==> src/rtl/muldiv_sequencer.sv <==
// Purpose : iterative MULT/MULTU/DIV/DIVU unit owning the architectural HI/LO registers.
// Latency : 34 cycles from Start acceptance to Done/HI/LO update (32 iterations + settle + fixup).
// Backpressure: Stall holds the front end while Busy and the ID-stage instruction touches HI/LO or issues.
//
// Ports:
//   i_clk, i_rst_n      clock, asynchronous active-low reset
//   i_start, i_op       issue of MULT(00)/MULTU(01)/DIV(10)/DIVU(11)
//   i_operand_a/_b      rs / rt values
//   i_hilo_read         MFHI/MFLO present in ID
//   i_hi_write/_lo_write, i_write_data   MTHI/MTLO present in ID and their data
//   o_busy, o_stall     operation in flight / front-end hold request
//   o_done, o_div_by_zero  one-cycle completion pulse and divide-by-zero flag
//   o_hi, o_lo          architectural HI/LO
module muldiv_sequencer #(
  parameter int WIDTH = 32
) (
  input  logic             i_clk,
  input  logic             i_rst_n,
  input  logic             i_start,
  input  logic [1:0]       i_op,
  input  logic [WIDTH-1:0] i_operand_a,
  input  logic [WIDTH-1:0] i_operand_b,
  input  logic             i_hilo_read,
  input  logic             i_hi_write,
  input  logic             i_lo_write,
  input  logic [WIDTH-1:0] i_write_data,
  output logic             o_busy,
  output logic             o_stall,
  output logic             o_done,
  output logic             o_div_by_zero,
  output logic [WIDTH-1:0] o_hi,
  output logic [WIDTH-1:0] o_lo
);

  typedef enum logic [1:0] {
    S_IDLE  = 2'd0,
    S_MUL   = 2'd1,
    S_DIV   = 2'd2,
    S_FIXUP = 2'd3
  } state_t;

  localparam logic [5:0] ITERS = 6'(WIDTH);

  state_t             r_state;
  logic [5:0]         r_count;
  // Multiply: {partial product, multiplier}. Divide: {remainder, quotient}.
  logic [2*WIDTH-1:0] r_acc;
  // Multiply: |multiplicand|. Divide: |divisor|.
  logic [WIDTH-1:0]   r_opnd;
  logic               r_is_div;
  logic               r_neg_result;  // signA ^ signB (product / quotient sign)
  logic               r_sign_a;      // remainder sign
  logic               r_b_zero;
  logic               r_done;
  logic               r_div_by_zero;
  logic [WIDTH-1:0]   r_hi;
  logic [WIDTH-1:0]   r_lo;

  // Operand magnitudes at issue; unsigned ops take the raw values.
  logic               w_signed;
  logic               w_sign_a;
  logic               w_sign_b;
  logic [WIDTH-1:0]   w_abs_a;
  logic [WIDTH-1:0]   w_abs_b;

  assign w_signed = ~i_op[0];
  assign w_sign_a = w_signed & i_operand_a[WIDTH-1];
  assign w_sign_b = w_signed & i_operand_b[WIDTH-1];
  assign w_abs_a  = w_sign_a ? (~i_operand_a + 1'b1) : i_operand_a;
  assign w_abs_b  = w_sign_b ? (~i_operand_b + 1'b1) : i_operand_b;

  // Shift-add step: the 33-bit sum keeps the carry, which becomes the new MSB
  // after the right shift.
  logic [WIDTH:0]     w_mul_sum;
  logic [2*WIDTH-1:0] w_mul_next;

  assign w_mul_sum  = {1'b0, r_acc[2*WIDTH-1:WIDTH]} + {1'b0, r_opnd};
  assign w_mul_next = r_acc[0] ? {w_mul_sum, r_acc[WIDTH-1:1]}
                               : {1'b0, r_acc[2*WIDTH-1:1]};

  // Restoring step: trial-subtract the divisor from the shifted remainder;
  // a borrow (MSB set) means restore, i.e. just keep the shift.
  logic [WIDTH:0]     w_div_trial;
  logic [2*WIDTH-1:0] w_div_next;

  assign w_div_trial = {r_acc[2*WIDTH-1:WIDTH], r_acc[WIDTH-1]} - {1'b0, r_opnd};
  assign w_div_next  = w_div_trial[WIDTH] ? {r_acc[2*WIDTH-2:0], 1'b0}
                                          : {w_div_trial[WIDTH-1:0], r_acc[WIDTH-2:0], 1'b1};

  // Sign fixup. With a zero divisor the restoring loop leaves |A| in the
  // remainder, so applying signA there reproduces the latched signed dividend;
  // only the quotient needs forcing to all ones.
  logic [2*WIDTH-1:0] w_prod_fix;
  logic [WIDTH-1:0]   w_quo_fix;
  logic [WIDTH-1:0]   w_rem_fix;

  assign w_prod_fix = r_neg_result ? (~r_acc + 1'b1) : r_acc;
  assign w_quo_fix  = r_b_zero     ? {WIDTH{1'b1}}
                    : r_neg_result ? (~r_acc[WIDTH-1:0] + 1'b1)
                    :                r_acc[WIDTH-1:0];
  assign w_rem_fix  = r_sign_a ? (~r_acc[2*WIDTH-1:WIDTH] + 1'b1)
                               : r_acc[2*WIDTH-1:WIDTH];

  always_ff @(posedge i_clk or negedge i_rst_n) begin
    if (!i_rst_n) begin
      r_state       <= S_IDLE;
      r_count       <= '0;
      r_acc         <= '0;
      r_opnd        <= '0;
      r_is_div      <= 1'b0;
      r_neg_result  <= 1'b0;
      r_sign_a      <= 1'b0;
      r_b_zero      <= 1'b0;
      r_done        <= 1'b0;
      r_div_by_zero <= 1'b0;
      r_hi          <= '0;
      r_lo          <= '0;
    end else begin
      r_done        <= 1'b0;
      r_div_by_zero <= 1'b0;
      case (r_state)
        S_IDLE: begin
          if (i_start) begin
            // Start has priority; a coincident MTHI/MTLO is dropped.
            r_count      <= '0;
            r_is_div     <= i_op[1];
            r_neg_result <= w_sign_a ^ w_sign_b;
            r_sign_a     <= w_sign_a;
            r_b_zero     <= (i_operand_b == '0);
            if (i_op[1]) begin
              r_acc   <= {{WIDTH{1'b0}}, w_abs_a};
              r_opnd  <= w_abs_b;
              r_state <= S_DIV;
            end else begin
              r_acc   <= {{WIDTH{1'b0}}, w_abs_b};
              r_opnd  <= w_abs_a;
              r_state <= S_MUL;
            end
          end else begin
            if (i_hi_write) r_hi <= i_write_data;
            if (i_lo_write) r_lo <= i_write_data;
          end
        end
        S_MUL: begin
          // The count saturates at ITERS; the edge that sees it moves to FIXUP.
          if (r_count == ITERS) begin
            r_state <= S_FIXUP;
          end else begin
            r_acc   <= w_mul_next;
            r_count <= r_count + 6'd1;
          end
        end
        S_DIV: begin
          if (r_count == ITERS) begin
            r_state <= S_FIXUP;
          end else begin
            r_acc   <= w_div_next;
            r_count <= r_count + 6'd1;
          end
        end
        S_FIXUP: begin
          if (r_is_div) begin
            r_hi          <= w_rem_fix;
            r_lo          <= w_quo_fix;
            r_div_by_zero <= r_b_zero;
          end else begin
            r_hi <= w_prod_fix[2*WIDTH-1:WIDTH];
            r_lo <= w_prod_fix[WIDTH-1:0];
          end
          r_done  <= 1'b1;
          r_state <= S_IDLE;
        end
        default: r_state <= S_IDLE;
      endcase
    end
  end

  assign o_busy        = (r_state != S_IDLE);
  assign o_stall       = o_busy & (i_start | i_hilo_read | i_hi_write | i_lo_write);
  assign o_done        = r_done;
  assign o_div_by_zero = r_div_by_zero;
  assign o_hi          = r_hi;
  assign o_lo          = r_lo;

endmodule

==> config.mk <==
export PLATFORM = sky130hd
export DESIGN_NAME = muldiv_sequencer
export DESIGN_NICKNAME = d
export VERILOG_FILES = /design/src/rtl/muldiv_sequencer.sv
export SDC_FILE = /design/constraint.sdc
export NUM_CORES = 1
export LEC_CHECK = 0
export BUFFER_PORTS_ARGS = -buffer_cell sky130_fd_sc_hd__buf_2
export CORE_MARGIN = 10
export CORE_UTILIZATION = 44
export CTS_BUF_LIST = sky130_fd_sc_hd__clkbuf_4 sky130_fd_sc_hd__clkbuf_8
export CTS_CLUSTER_SIZE = 25
export DETAILED_ROUTE_END_ITERATION = 16
export GPL_TIMING_DRIVEN = 0
export SETUP_SLACK_MARGIN = 0.3
export SYNTH_ARGS = -nofsm -noshare
export SYNTH_HDL_FRONTEND = slang
export SYNTH_SLANG_ARGS = --single-unit
==> constraint.sdc <==
create_clock -name i_clk -period 4.8 [get_ports i_clk]
set_input_delay 0.48 -clock i_clk [delete_from_list [all_inputs] [get_ports i_clk]]
set_output_delay 0.48 -clock i_clk [all_outputs]
set_load 0.05 [all_outputs]
Word-level counts from Yosys, hierarchy flattened
Index checks and enable logic that the tools add are counted.

storage, ports and cells
  flip-flop bits (word level) = 174
  input bits = 104
  output and inout bits = 68

cells by class
  add/sub/neg operators = 8
  eq/ne operators = 12
  muxes and demuxes = 32
  bitwise gates (word level) = 13
  reductions and logical operators = 13

operators with widths
  operator               number
  $mux 32                13
  $mux 64                6
  $pmux 64 s3            1
  $add 32x1->32 const B  4
  $not 32->32            4
  $pmux 32 s2            2
  $add 64x1->64 const B  1
  $not 64->64            1
  $add 32x32->33         1
  $sub 33x32->33         1
  $logic_not 32->1       1
  $ne 2x2->1 const B     7
  $mux 6                 2
  $pmux 6 s2             1
  $reduce_and 3->1       3
  $add 6x1->6 const B    1
  $eq 6x6->1 const B     1
  $mux 2                 3
  $pmux 2 s3             1
  $reduce_bool 2->1      3
  $eq 2x2->1 const B     2
  $reduce_and 2->1       2
  $reduce_and 4->1       1
  $and 1x1->1            3
  9 further kinds        13

Longest topological paths before layout
Gate-level depths: netlist of run 1.

  depth in word-level cells = 6
  gate-level depth with buffers = 15
  gate-level depth less buffers = 13

Least setup slack after synthesis of run 1
No wires, ideal clock.

  path type = reg-to-reg
  start = register r_acc[31]
  end = register r_acc[43]
  setup time = 142 ps
  arrival time = 3201 ps
  required time = 4658 ps
  setup slack = 1457 ps
  stages on the path, launching flop included = 15
  path buffers = 2
  period minus slack after synthesis = 3343 ps
  path through = dfrtp_1 > inv_1 > ha_1 > inv_1 > fa_1 > a211oi_1 > o21ai_0 > o21ai_0 > and4b_1 > o211ai_1 > nand4_1 > clkbuf_1 > buf_2 > mux2i_1 > o221ai_1

between the ends
  longest elaborated chain between the ends = 4

RTL lines
  element                   line  RTL
  start: declaration        47    logic [2*WIDTH-1:0] r_acc;
  start signal: assignment  131   r_acc <= {{WIDTH{1'b0}}, w_abs_a};
  start signal: assignment  135   r_acc <= {{WIDTH{1'b0}}, w_abs_b};
  start signal: assignment  149   r_acc <= w_mul_next;
  $sub 33x32->33            86    assign w_div_trial = {r_acc[2*WIDTH-1:WIDTH], r_acc[WIDTH-1]} - {1'b0, r_opnd};
  $mux 64                   87    assign w_div_next = w_div_trial[WIDTH] ? {r_acc[2*WIDTH-2:0], 1'b0}
  $mux 64                   154   if (r_count == ITERS) begin
  $pmux 64 s3               121   case (r_state)

No other way between the ends. The select of a mux whose other input is x is not followed.
A chain may end at the register's enable or synchronous reset.

Worst setup path in the final report of run 1
  start = register r_acc[31]
  end = register r_acc[49]

The elaborated chain is that of the path after synthesis.

==> impl_metrics.csv, run 1 <==
group,metric,value,unit
clock_tree,cts_tree,"done",
clock_tree,postCtsSetupRepairBufs,0,
timing,hold_viol,0,
critical_path,reg2reg_to,"r_acc[49]",
timing,period_share,90.2,%
critical_path,cp.required,5.22,ns
clock_tree,cts_root_buffer,"sky130_fd_sc_hd__clkbuf_8",
timing,final.min_clock_period,4.33,ns
floorplanning,floorplan.initialDensity,44.4,%
critical_path,timing_worst_setup_path_type,"flip-flop to flip-flop",
grt,antenna_violations_before_repair,0,
worst_hold_path,hold_crit_class,"input pin to flip-flop",
floorplanning,ios,172,
pwr,power_per_cell_area,757,nW/µm²
critical_path,critPathLaunch,"r_acc[31]",
critical_path,critPathMaxFanout,10,
pwr,worst_ir_drop_vdd,0.000478,V
placed_design,placed_cell_area,16800,µm²
routing,routed_via_density,6.10,
finish,final_cell_mix,"sky130_fd_sc_hd__a21oi_1 (214), sky130_fd_sc_hd__nor2_1 (202), sky130_fd_sc_hd__nand2_1 (188), sky130_fd_sc_hd__o21ai_0 (180), sky130_fd_sc_hd__buf_2 (177)",
clock_tree,cts_inserted_buffers,17,
pwr,power.static_leakage,7.49,nW
run,maxCapViolations,0,
timing,final_slew_viol_count,0,
finish,nFillCells,3536,
yosys,synth_edf_count,0,
finish,finish.cell_count_without_fillers,2628,
worst_hold_path,hold_path_end,"r_b_zero",
routing,firstDrtPassIters,6,
routing,routed-via-count,16021,
finish,antenna_diodes,0,
worst_hold_path,min_path_cells,2,
placed_design,port_buffers,170,
yosys,synth_sequential_area_ratio,28.4,%
critical_path,launching_element_type_of_the_critical_path,"flip-flop",
placed_design,post-place-cells,2595,
timing,worst_slack,0.471,ns
routing,drt_first_iter_violations,1485,
status,run_status,"finished, final reports clean",
finish,final_net_count,2341,
routing,wl_per_cell,23.4,µm
floorplanning,chipWidth,207,µm
timing,report.final.setup_viol,0,
clock_tree,ctsLongestPathBuffers,2,
grt,grt_pass1_vias,15006,
yosys,synthesis.area_per_instance,7.78,µm²
clock_tree,clock-sinks,174,
yosys,yosys_register_bits,174,
placed_design,gp_routability_congestion,0.961,
grt,grt_first_pass_wirelength,91.9,mm
critical_path,worstRegToRegCells,14,
worst_hold_path,hold_start,"i_operand_b[31]",
routing,postRouteWirelength,61.4,mm
yosys,synthesized_nets,2150,
routing,drcViolationCount,0,
critical_path,worstSetupEndpointType,"flip-flop",
clock_tree,clkLatencyLatePin,0.50,ns
finish,drive_gt1_share,11.8,%
yosys,syn-instance-count,1969,
finish,final_common_cell,"sky130_fd_sc_hd__a21oi_1",
yosys,synth_area,15300,µm²
finish,post_layout_inst_area,17200,µm²
yosys,synth_flop_cell,"sky130_fd_sc_hd__dfrtp_1",
finish,synthToLayoutAreaGrowth,12.3,%
grt,grt_start_max_net_pins,120,
yosys,netlist-cell-type-count,74,
floorplanning,rows,68,
floorplanning,design.core.area,34500,µm²
clock_tree,h-tree-depth,4,
timing,tns,0,ns
critical_path,r2r_start,"r_acc[31]",
yosys,synthArstFlopShare,100,%
grt,gr-usage-all-layers,28.0,%
placed_design,post-dp-hpwl,50.1,mm
floorplanning,die_outline_height,207,µm
routing,drt.antenna.violating_nets,0,
timing,maximum_frequency_from_static_timing_analysis,231,MHz
timing,rsz0062_at_grt,"false",
placed_design,post-place-ws,0.0782,ns
grt,gr-total-overflow,0,
pwr,power,13.0,mW
timing,worst_slew_pin_slew,0.953,ns
critical_path,timing.critical_path.arrival,4.75,ns
yosys,yosys_warnings,0,
timing,timing.slew.headroom,36.4,%
critical_path,r2r_setup_slack,0.47,ns
clock_tree,clk_pin_slew_worst_paths,0.11,ns
timing,timing.clock.skew,0.0258,ns
floorplanning,die_area,42700,µm²
==> per-layer routing <==
| layer | global-route usage, % | vias up | wire length (µm) |
|---|---|---|---|
| li1 | - | 7541 | - |
| met5 | 0 | - | 0 |
| met4 | 7.84 | 0 | 1490 |
| met2 | 41.8 | 720 | 26200 |
| met1 | 40.6 | 7693 | 28300 |
| met3 | 4.99 | 67 | 5410 |
==> timing repair <==
item / 4_1_cts / 5_1_grt
hold buffers: 1 / 0
gates resized for setup: 2 / 4
hold endpoints to repair: 55 / 0
endpoints found under the setup margin: 20 / 16
==> state kept, by name (all words and copies together), names as in the netlist <==
name / cells
r_sign_a: 1
r_is_div: 1
o_hi: 32
o_lo: 32
r_count: 6
r_acc: 64
o_div_by_zero: 1
r_state: 2
r_b_zero: 1
r_opnd: 32
o_done: 1
r_neg_result: 1
==> critical path: stages, from the launching register on <==
cell and delay, ns:
sky130_fd_sc_hd__dfrtp_1 0.48, sky130_fd_sc_hd__inv_1 0.14, sky130_fd_sc_hd__ha_1 0.20, sky130_fd_sc_hd__inv_1 0.06, sky130_fd_sc_hd__fa_1 0.42, sky130_fd_sc_hd__a211oi_1 0.25, sky130_fd_sc_hd__o21ai_0 0.32, sky130_fd_sc_hd__o21ai_2 0.33
sky130_fd_sc_hd__and4b_1 0.36, sky130_fd_sc_hd__o211ai_1 0.13, sky130_fd_sc_hd__nand4_1 0.33, sky130_fd_sc_hd__buf_2 0.35, sky130_fd_sc_hd__clkbuf_1 0.50, sky130_fd_sc_hd__a21oi_1 0.18, sky130_fd_sc_hd__o22ai_1 0.18
==> final cells by class <==
| cell class | count | area [µm²] | area share, % |
|---|---|---|---|
| clock inverter | 14 | 174 | 1.01 |
| tap | 455 | 569 | 3.31 |
| clock buffer | 18 | 241 | 1.40 |
| multi-input combinational | 1594 | 10200 | 59.3 |
| inverter | 67 | 251 | 1.46 |
| buffer | 134 | 522 | 3.03 |
| sequential | 174 | 4350 | 25.3 |
| timing repair buffer | 172 | 898 | 5.22 |
==> per-stage QoR <==
| step | hold slack [ns] | utilization (%) |
|---|---|---|
| final | 0.268 | 49.9 |
| after global routing | 0.245 | 49.9 |
| after detailed placement | 0.435 | 48.7 |
| after floorplan | 0.184 | - |
| after CTS | 0.245 | 49.9 |
| after global placement | 0.462 | 48.6 |
==> cells by family (layout without fill, tap and decap cells) <==
group	Yosys count	in the layout	synth area share (%)
AO/OA/AOI/OAI	689	689	28.5
adder cells (fa/ha/maj)	77	77	6.39
AND/OR/NAND/NOR	603	603	18.3
flip-flops	174	174	28.4
buffers and inverters	201	405	5.03
multiplexers	48	48	3.27
XOR/XNOR	177	177	10.1
==> where the power goes <==
group	switching, mW	internal, mW	total, mW
registers	0.787	2.11	2.90
logic	6.01	3.01	9.02
clock network	0.666	0.447	1.11
total	7.46	5.57	13.0
==> synthesized netlist by cell type (all sizes together) (24+ instances only) <==
cell type	instances	area share, %
a211oi	24	1.2
a21o	41	2.0
a21oi	215	7.1
a221o	26	1.7
clkbuf	116	2.8
dfrtp	174	28
ha	75	6.1
inv	66	1.6
mux2i	32	2.1
nand2	188	4.6
nand3	32	1.0
nor2	202	5.0
nor3	35	1.1
o21ai	185	6.1
o22a	31	1.8
o31ai	33	1.6
xnor2	88	5.0
xor2	89	5.1
==> worst max-delay path by stage <==
| stage | depth (start not counted) | slack, ns | to |
|---|---|---|---|
| after floorplan | 14 | 1.46 | r_acc[43] |
| after global placement | 15 | 0.09 | r_acc[49] |
| after detailed placement | 15 | 0.08 | r_acc[49] |
| after CTS | 15 | 0.40 | r_acc[49] |
| after global routing | 14 | 0.31 | r_acc[60] |
| final | 14 | 0.47 | r_acc[49] |
Note: power is estimated with default switching activity, not from simulation.
==> run 2: changes to the inputs <==
--- a/config.mk
+++ b/config.mk
@@ -5,6 +5,7 @@
 export SDC_FILE = /design/constraint.sdc
 export NUM_CORES = 1
 export LEC_CHECK = 0
+export ABC_AREA = 1
 export BUFFER_PORTS_ARGS = -buffer_cell sky130_fd_sc_hd__buf_2
 export CORE_MARGIN = 10
 export CORE_UTILIZATION = 44
==> run 2 against run 1 <==
  * First-iteration DRC count is 69% higher
  * Critical endpoint is now o_hi[14]
  * Clock-buffer cell count down 1
  * Maximum frequency increased by 14%
==> impl_metrics.csv, run 2 <==
group,metric,value,unit
yosys,synthMostInstantiatedCell,"sky130_fd_sc_hd__nand2_1",
yosys,syn-instance-count,3137,
yosys,netlist_top_cells_area,"sky130_fd_sc_hd__dfrtp_1 (24%), sky130_fd_sc_hd__nand2_1 (21%), sky130_fd_sc_hd__inv_1 (8.7%), sky130_fd_sc_hd__nand3_1 (8.5%), sky130_fd_sc_hd__nor2_1 (6.8%)",
clock_tree,clock-sinks,174,
routing,drt.antenna.violating_nets,0,
timing,rsz0062_at_grt,"false",
clock_tree,postCtsSetupRepairBufs,0,
yosys,yosys_register_bits,174,
finish,nFillCells,4507,
critical_path,critPathMaxStageDelay,0.61,ns
critical_path,critPathMaxFanout,10,
finish,final_cell_mix,"sky130_fd_sc_hd__nand2_1 (1,010), sky130_fd_sc_hd__inv_1 (422), sky130_fd_sc_hd__nor2_1 (330), sky130_fd_sc_hd__nand3_1 (311), sky130_fd_sc_hd__a21oi_1 (221)",
floorplanning,chipWidth,224,µm
routing,postRouteWirelength,83.7,mm
finish,synthToLayoutAreaGrowth,11.0,%
timing,worst_slack,1.02,ns
grt,antenna_violations_before_repair,2,
timing,final_slew_viol_count,0,
critical_path,crit_slowest_cell,"sky130_fd_sc_hd__clkbuf_1",
timing,final.min_clock_period,3.78,ns
worst_hold_path,hold_crit_class,"input pin to flip-flop",
yosys,post-synth-top-area-fraction,23.9,%
floorplanning,ios,172,
floorplanning,rows,74,
clock_tree,clk_pin_slew_worst_paths,0.13,ns
timing,report.final.setup_viol,0,
timing,timing.slew.headroom,31.5,%
routing,routed_via_density,5.68,
placed_design,port_buffers,171,
routing,routed-via-count,22013,
yosys,yosys.area.top_type,"sky130_fd_sc_hd__dfrtp_1",
status,run_status,"finished, final reports clean",
yosys,synthArstFlopShare,100,%
yosys,synth_edf_count,0,
grt,grt_pass1_vias,20129,
routing,drt_first_iter_violations,2506,
grt,grt_first_pass_wirelength,123,mm
critical_path,launching_element_type_of_the_critical_path,"flip-flop",
timing,tns,0,ns
finish,drive_gt1_share,8.05,%
critical_path,timing.critical_path.arrival,4.16,ns
run,maxCapViolations,0,
clock_tree,cts_tree,"done",
routing,firstDrtPassIters,7,
yosys,yosys_warnings,0,
yosys,synthesis.area_per_instance,5.81,µm²
floorplanning,die_outline_height,224,µm
floorplanning,design.core.area,40900,µm²
critical_path,cp.required,5.18,ns
yosys,netlist-cell-type-count,52,
grt,gr-usage-all-layers,32.0,%
routing,drcViolationCount,0,
routing,wl_per_cell,21.6,µm
floorplanning,die_area,50000,µm²
floorplanning,floorplan.initialDensity,44.6,%
critical_path,worstPathBufferInverterCount,5,
clock_tree,clkLatencyLatePin,0.53,ns
timing,worst_slew_pin_slew,1.03,ns
critical_path,worstPathCellList,"clkbuf_1, inv_2, clkbuf_1, clkbuf_1, ha_1, nand3_1, inv_1, nand2_1, nor2_1, nand2_1, o21ai_1, nand2_1, nand2_1, nand2_1, nand3_1, a31oi_1",
finish,regMostFlops,"r_acc",
grt,gr-total-overflow,0,
clock_tree,cts_root_buffer,"sky130_fd_sc_hd__clkbuf_8",
critical_path,worstSetupEndpointType,"flip-flop",
yosys,synth_flop_cell,"sky130_fd_sc_hd__dfrtp_1",
timing,period_share,78.8,%
clock_tree,cts_repair_resized_insts,0,
timing,timing.clock.skew,0.0285,ns
yosys,synth_sequential_area_ratio,23.9,%
yosys,synthesized_nets,3318,
clock_tree,h-tree-depth,4,
critical_path,critPathTopFamily,"buffers and inverters",
grt,grt_start_max_net_pins,105,
clock_tree,cts_inserted_buffers,17,
placed_design,post-place-ws,1.12,ns
yosys,netlist_top_cells_count,"sky130_fd_sc_hd__nand2_1 (1,010), sky130_fd_sc_hd__inv_1 (422), sky130_fd_sc_hd__nor2_1 (330)",
finish,final_common_cell,"sky130_fd_sc_hd__nand2_1",
placed_design,gp_routability_congestion,1.03,
timing,hold_viol,0,
critical_path,timing_worst_setup_path_type,"flip-flop to flip-flop",
placed_design,post-place-cells,3841,
finish,largest_register_ffs,64,
critical_path,critPathMostFrequentCell,"sky130_fd_sc_hd__nand2_1",
finish,final_net_count,3510,
clock_tree,ctsLongestPathBuffers,2,
timing,maximum_frequency_from_static_timing_analysis,264,MHz
finish,finish.cell_count_without_fillers,3875,
placed_design,post-dp-hpwl,71.3,mm
yosys,synth_area,18200,µm²
==> run 2: cell types whose count changed in the layout (fill, tap and decap cells not counted), sizes merged, moves of 31 or more <==
cell    delta
o22ai     +31
nor2     +133
xor2      -52
mux2i     -32
o21ai     -31
nand2    +833
clkbuf    -51
nand3    +280
xnor2     -69
inv      +366
==> run 2: worst register-to-register path: stages (launching register included) <==
cell	delay, ns
sky130_fd_sc_hd__dfrtp_1	0.37
sky130_fd_sc_hd__clkbuf_1	0.22
sky130_fd_sc_hd__inv_2	0.16
sky130_fd_sc_hd__clkbuf_1	0.44
sky130_fd_sc_hd__clkbuf_1	0.61
sky130_fd_sc_hd__ha_1	0.30
sky130_fd_sc_hd__nand3_1	0.17
sky130_fd_sc_hd__inv_1	0.14
sky130_fd_sc_hd__nand2_1	0.08
sky130_fd_sc_hd__nor2_1	0.14
sky130_fd_sc_hd__nand2_1	0.13
sky130_fd_sc_hd__o21ai_1	0.44
sky130_fd_sc_hd__nand2_1	0.16
sky130_fd_sc_hd__nand2_1	0.10
sky130_fd_sc_hd__nand2_1	0.05
sky130_fd_sc_hd__nand3_1	0.07
sky130_fd_sc_hd__a31oi_1	0.09
==> run 2: layer usage <==
layer | wire [µm] | share of wire (%) | global-route usage (%) | vias up
met5 | 13 | 0.016 | 0 | -
met4 | 4190 | 5.0 | 15.2 | 2
met3 | 7210 | 8.6 | 4.31 | 184
met2 | 37200 | 45 | 50.6 | 1198
met1 | 35000 | 42 | 42.5 | 10098
li1 | - | - | - | 10531
==> run 2: cell families (layout without fill, tap and decap cells) <==
family | Yosys count | after routing | synth area share (%)
compound gates | 531 | 531 | 16.6
xor+xnor | 56 | 56 | 2.69
fa+ha+maj | 77 | 77 | 5.36
buf+inv | 537 | 742 | 11.4
flops | 174 | 174 | 23.9
other cells | 0 | 1 | 0
simple gates | 1762 | 1762 | 40.1
==> run 2: layout make-up <==
| type | instances | area [µm²] | share of cell area (%) |
|---|---|---|---|
| antenna | 1 | 2.50 | 0.0124 |
| buffer | 100 | 438 | 2.16 |
| clock buffer | 17 | 234 | 1.16 |
| clock inverter | 15 | 210 | 1.04 |
| inverter | 437 | 1640 | 8.10 |
| multi-input combinational | 2426 | 11800 | 58.3 |
| sequential | 174 | 4350 | 21.5 |
| tap | 532 | 666 | 3.29 |
| timing repair buffer | 173 | 903 | 4.46 |
==> run 2: worst paths after layout <==
check	start	end	slack, ns	cells past startpoint
setup / recovery	r_acc[0]	o_hi[14]	1.02	16
hold / removal	i_operand_a[31]	r_opnd[31]	0.29	3
setup reg to reg	r_acc[0]	o_hi[14]	1.02	16
hold reg to reg	r_acc[25]	r_acc[25]	0.51	2
max in group asynchronous	i_rst_n	r_opnd[13]	3.40	3
min in group asynchronous	i_rst_n	o_hi[22]	0.48	2
==> run 2: per-stage QoR <==
| step | hold WS [ns] | util, % | cell area, µm² |
|---|---|---|---|
| global placement | 0.473 | 48.3 | 19800 |
| detailed placement | 0.471 | 48.4 | 19800 |
| floorplan | 0.184 | - | 18200 |
| global route | 0.270 | 49.5 | 20300 |
| finish | 0.286 | 49.5 | 20300 |
| CTS | 0.249 | 49.5 | 20300 |
==> run 2: timing repair <==
action,CTS,global route
hold buffers,1,0
hold endpoints to repair,70,0
endpoints found under the setup margin,0,0
Power of run 2 is left out: the tool's default activity adds up to more than one toggle a clock period on the data nets, which glitch-free logic cannot reach.
